--- src/rtl/shift_issue_stage.sv ---
// Shift/rotate issue stage: decodes shift opcodes into right-only shifter controls and buffers
// them in a 2-entry skid buffer. Optional stall counter enabled by SHIFT_ISSUE_PERF_EN.
module shift_issue_stage #(
   parameter int unsigned N = 16,
   parameter int unsigned C = 4
`ifdef SHIFT_ISSUE_PERF_EN
   ,
   parameter int unsigned PERF_W = 16
`endif
) (
   input  logic          clk_i,
   input  logic          rst_i,
   input  logic          flush_i,
   input  logic          in_valid_i,
   output logic          in_ready_o,
   input  logic [15:0]   in_instr_i,
   input  logic [N-1:0]  in_rs_i,
   input  logic [N-1:0]  in_rt_i,
   output logic          out_valid_o,
   input  logic          out_ready_i,
   output logic [N-1:0]  out_in_o,
   output logic [C-1:0]  out_cnt_o,
   output logic          out_op_o,
   output logic          out_rev_o,
   output logic          out_is_shift_o,
   output logic [2:0]    out_rd_o
`ifdef SHIFT_ISSUE_PERF_EN
   ,
   output logic [PERF_W-1:0] perf_stall_cnt_o
`endif
);

   typedef struct packed {
      logic [N-1:0] din;
      logic [C-1:0] cnt;
      logic         op;
      logic         rev;
      logic         is_shift;
      logic [2:0]   rd;
   } entry_t;

   entry_t       dec;
   entry_t       m_d, m_q, s_d, s_q;
   logic         m_valid_d, m_valid_q, s_valid_d, s_valid_q;
   logic         in_ready_d, in_ready_q;
   logic         accept, pop;
   logic [4:0]   opc;
   logic [1:0]   kind;
   logic [C-1:0] n;
   logic [2:0]   rd;
   logic         is_sh;
   logic [N-1:0] rs_rev;
   logic         unused_rt;

   assign unused_rt = ^in_rt_i[N-1:C];
   assign opc       = in_instr_i[15:11];

   always_comb begin
      for (int i = 0; i < int'(N); i++) begin
         rs_rev[i] = in_rs_i[N-1-i];
      end
   end

   // kind encoding shared by both forms: 00 ROL, 01 SLL, 10 ROR, 11 SRL
   always_comb begin
      is_sh = 1'b0;
      kind  = 2'b00;
      n     = '0;
      rd    = in_instr_i[10:8];
      case (opc)
         5'b10100, 5'b10101, 5'b10110, 5'b10111: begin
            is_sh = 1'b1;
            kind  = opc[1:0];
            n     = in_instr_i[C-1:0];
            rd    = in_instr_i[7:5];
         end
         5'b11010: begin
            is_sh = 1'b1;
            kind  = in_instr_i[1:0];
            n     = in_rt_i[C-1:0];
            rd    = in_instr_i[4:2];
         end
         default: ;
      endcase
   end

   always_comb begin
      dec          = '0;
      dec.din      = in_rs_i;
      dec.rd       = rd;
      dec.is_shift = is_sh;
      if (is_sh) begin
         unique case (kind)
            2'b00: dec.cnt = -n;
            2'b01: begin
               dec.op  = 1'b1;
               dec.cnt = n;
               dec.rev = 1'b1;
               dec.din = rs_rev;
            end
            2'b10: dec.cnt = n;
            2'b11: begin
               dec.op  = 1'b1;
               dec.cnt = n;
            end
         endcase
      end
   end

   assign accept = in_valid_i & in_ready_q;
   assign pop    = ~m_valid_q | out_ready_i;

   // M is empty only when S is empty, so S always drains into M first.
   always_comb begin
      m_d       = m_q;
      s_d       = s_q;
      m_valid_d = m_valid_q;
      s_valid_d = s_valid_q;
      if (pop) begin
         if (s_valid_q) begin
            m_d       = s_q;
            m_valid_d = 1'b1;
            s_valid_d = 1'b0;
         end else begin
            m_valid_d = accept;
            if (accept) m_d = dec;
         end
      end else if (accept) begin
         s_d       = dec;
         s_valid_d = 1'b1;
      end
      if (flush_i) begin
         m_valid_d = 1'b0;
         s_valid_d = 1'b0;
      end
      in_ready_d = ~s_valid_d;
   end

   always_ff @(posedge clk_i) begin
      if (rst_i) begin
         m_q        <= '0;
         s_q        <= '0;
         m_valid_q  <= 1'b0;
         s_valid_q  <= 1'b0;
         in_ready_q <= 1'b1;
      end else begin
         m_q        <= m_d;
         s_q        <= s_d;
         m_valid_q  <= m_valid_d;
         s_valid_q  <= s_valid_d;
         in_ready_q <= in_ready_d;
      end
   end

   assign in_ready_o     = in_ready_q;
   assign out_valid_o    = m_valid_q;
   assign out_in_o       = m_q.din;
   assign out_cnt_o      = m_q.cnt;
   assign out_op_o       = m_q.op;
   assign out_rev_o      = m_q.rev;
   assign out_is_shift_o = m_q.is_shift;
   assign out_rd_o       = m_q.rd;

`ifdef SHIFT_ISSUE_PERF_EN
   logic [PERF_W-1:0] perf_q;

   always_ff @(posedge clk_i) begin
      if (rst_i) begin
         perf_q <= '0;
      end else if (m_valid_q && !out_ready_i && !(&perf_q)) begin
         perf_q <= perf_q + PERF_W'(1);
      end
   end

   assign perf_stall_cnt_o = perf_q;
`endif

endmodule
--- config.mk ---
export PLATFORM = sky130hd
export DESIGN_NAME = shift_issue_stage
export DESIGN_NICKNAME = d
export VERILOG_FILES = /design/src/rtl/shift_issue_stage.sv
export SDC_FILE = /design/constraint.sdc
export NUM_CORES = 1
export LEC_CHECK = 0
export CAP_MARGIN = 20
export CELL_PAD_IN_SITES_DETAIL_PLACEMENT = 1
export CELL_PAD_IN_SITES_GLOBAL_PLACEMENT = 2
export CORE_MARGIN = 2
export CORE_UTILIZATION = 28
export DETAILED_ROUTE_END_ITERATION = 16
export GPL_TIMING_DRIVEN = 0
export HOLD_SLACK_MARGIN = 0.12
export PLACE_DENSITY = 0.82
export SYNTH_ARGS = -nofsm -noshare
export SYNTH_HDL_FRONTEND = slang
export SYNTH_SLANG_ARGS = --single-unit
--- constraint.sdc ---
create_clock -name clk_i -period 2.6 [get_ports clk_i]
set_input_delay 0.52 -clock clk_i [delete_from_list [all_inputs] [get_ports clk_i]]
set_output_delay 0.52 -clock clk_i [all_outputs]
set_load 0.01 [all_outputs]
==> results.txt <==
Core ar. -> 9640 µm²
Vias/cell -> 5.20
First-pass GRT wire length -> 14.2 mm
Fin area -> 3710 µm²
Largest delay share family, worst path -> buffers and inverters
F_max -> 409 MHz
Routability cong. -> 0.772
Nets -> 427
Total power -> 1.71 mW
GRT met1 Usage -> 24.3%
Area contributors post-synth -> dfxtp_1 (40%), mux2i_1 (6.6%), a211oi_1 (6.6%)
Placed instance area -> 3580 µm²
Synth cell types -> 47
CTS buffer count -> 5
Setup Skew -> 0.00681 ns
Largest stage delay on the critical path -> 0.45 ns
Crit path buf inv count -> 4
Synth top area share -> 40.2%
Area Growth Syn to Fin -> 35.2%
Met3 Resource Use GR -> 1.97%
# setup viols final -> 0
Synth Instances -> 298
Post-synth top area cell -> dfxtp_1
Die Y -> 103 µm
#FFs+latches synth -> 55
Synthesized area per cell -> 9.20 µm²
Vias in the first global route -> 2,728
Layout cells sized above 1 -> 8.82%
DRT Pass-1 Iters -> 4
Initial DRC count -> 119
Row count -> 36
Worst-margin pin slew -> 0.664 ns
Final Max Tran Viols -> 0
IO buf count -> 67
Ys async rst share -> 0%
Crit Path Max Fanout -> 10
HP Class -> in -> reg
WP data arrival -> 2.64 ns
Worst-path clk slew -> 0.10 ns
Fin. Hold Viols -> 0
Power per cell area -> 460 nW/µm²
Initial Util -> 28.4%
Largest net degree at the start of global routing -> 17
ANT cells -> 0
Worst Path Required -> 2.79 ns
GRT Util Overall -> 17.1%
Post-Route WL -> 8.82 mm
WL per Instance -> 17.4 µm
Placed Cells -> 498
Grt peak-use layer -> met2
RSZ-0062 raised after global routing -> false
IO Pins -> 81
Syn_nets -> 352
Min cycle time layout -> 2.44 ns
Clock Path Buffers -> 2
Antenna violations before repair -> 0
Final non-filler cell total -> 507
Setup TNS -> 0 ns
Final period util -> 94.0%
DRC viols -> 0
Maximum vdd drop -> 0.216 mV
DP HPWL -> 6.37 mm
Synthesized area -> 2740 µm²
Grt met2 use -> 28.1%
CTS tree -> yes
Crit-path cells -> clkdlybuf4s50_1 > a21oi_1 > nand2b_1 > buf_2 > or3_1 > clkbuf_1 > clkbuf_2 > o211ai_1
Clk sink count -> 55
Register area share after synthesis -> 40.2%
Synth Flop Type -> dfxtp_1
EDFF count, synth -> 0
Congestion Overflow GR -> 0
Max-slew headroom -> 55.8%
Slowest-stage cell, CP -> clkdlybuf4s50_1
Max cap viols -> 0
Hold Buf Count CTS -> 0
Die X -> 103 µm
Startpoint Class -> primary input
Leak -> 1.26 nW
Crit end category -> flop
H-tree levels -> 2
Outcome -> completed
Routed Antenna Nets -> 0
Vias -> 2,634
Die Area -> 10,600 µm²
Synth warn -> 0
Root buf cell -> clkbuf_8
Worst skew pair latency -> 0.31 ns
Filler cells -> 1,174
WS Path Type -> in -> reg
## layer usage
layer | up-vias | wire length (µm)
li1 | 1272 | -
met4 | 0 | 75
met2 | 56 | 4110
met5 | - | 0
met3 | 8 | 288
met1 | 1298 | 4340
## final timing paths
kind	start	end	slack, ns	cells after the start
setup / recovery	in_valid_i	out_in_o[5]	0.16	8
hold / removal	rst_i	out_cnt_o[2]	0.44	2
hold reg to reg	s_q[7]	s_q[7]	0.46	2
setup reg to reg	s_valid_q	out_in_o[5]	0.41	8
## report_power, final
group | leakage (nW) | internal [mW] | switching, mW
Clock | 0.0477 | 0.186 | 0.297
Sequential | 0.449 | 0.877 | 0.0192
Combinational | 0.765 | 0.171 | 0.157
Total | 1.26 | 1.23 | 0.473
## per-stage QoR
stage / hold slack, ns / setup slack [ns] / util, %
3_3_place_gp: 0.441 / -0.461 / 37.1
5_1_grt: 0.438 / 0.00162 / 38.5
6_report: 0.439 / 0.156 / 38.5
3_5_place_dp: 0.447 / -0.481 / 37.1
2_1_floorplan: 0.432 / 0.373 / -
4_1_cts: 0.452 / 0.0180 / 38.2
## synth_stat cells, drive strengths merged (2+ instances only)
master,count
nor3b,3
and3,2
a222oi,3
o21ai,4
clkbuf,21
a22oi,3
and2b,2
nand4b,16
a21oi,15
buf,9
dfxtp,55
or4,2
nand2b,2
nor2,36
a211o,4
nand3b,18
a32oi,2
a211oi,24
nor3,5
and3b,2
nor4bb,2
nand3,2
o211ai,18
inv,2
nand2,12
mux2i,18
and2,2
## worst register-to-register path, stage by stage (launching register included)
cell	delay (ns)
dfxtp_1	0.32
buf_6	0.13
a21oi_1	0.27
nand2b_1	0.15
buf_2	0.26
or3_1	0.15
clkbuf_1	0.30
clkbuf_2	0.34
o211ai_1	0.14
## cell usage in the layout, fill, tap and decap left out, types with 3 or more instances in the layout
cell / count
o21ai_0: 3
mux2i_1: 18
nand2_1: 12
o211ai_1: 18
nand4b_1: 16
clkbuf_1: 17
nand3b_1: 18
a222oi_1: 3
nor2_1: 35
a21oi_1: 15
clkinv_2: 3
a211o_1: 4
buf_4: 5
buf_6: 4
clkdlybuf4s50_1: 63
nor3_1: 5
a22oi_1: 3
a211oi_1: 24
nor3b_1: 3
clkbuf_8: 7
dfxtp_1: 55
dlymetal6s2s_1: 4
## state kept, by name (all words and copies together) (netlist names)
signal / count
s_q: 26
out_in_o: 16
out_cnt_o: 4
out_rd_o: 3
in_ready_o: 1
out_is_shift_o: 1
out_op_o: 1
out_rev_o: 1
out_valid_o: 1
s_valid_q: 1
## layout make-up
type | instances | area, µm² | share of cell area, %
Inverter | 2 | 7.51 | 0.202
Clock buffer | 5 | 68.8 | 1.86
Buffer | 29 | 174 | 4.69
Tap cell | 133 | 166 | 4.49
Clock inverter | 3 | 15.0 | 0.405
Multi-Input combinational cell | 211 | 1480 | 39.9
Timing Repair Buffer | 69 | 696 | 18.8
Sequential cell | 55 | 1100 | 29.7
## timing repair
| action | in CTS | in global routing |
|---|---|---|
| gates resized for setup | 3 | 6 |
| pin swaps | 2 | 1 |
| buffers inserted | 1 | 1 |
| setup endpoints to repair | 11 | 22 |
## cell families (layout without fill, tap and decap cells)
group | Yosys count | in the layout | share of synthesized area, %
simple gates | 110 | 110 | 23.9
compound gates | 82 | 82 | 22.2
flops | 55 | 55 | 40.2
buf+inv | 32 | 108 | 6.71
mux | 18 | 18 | 6.57
fa+ha+maj | 1 | 1 | 0.456
No activity file was read; power rests on OpenSTA's default activity.
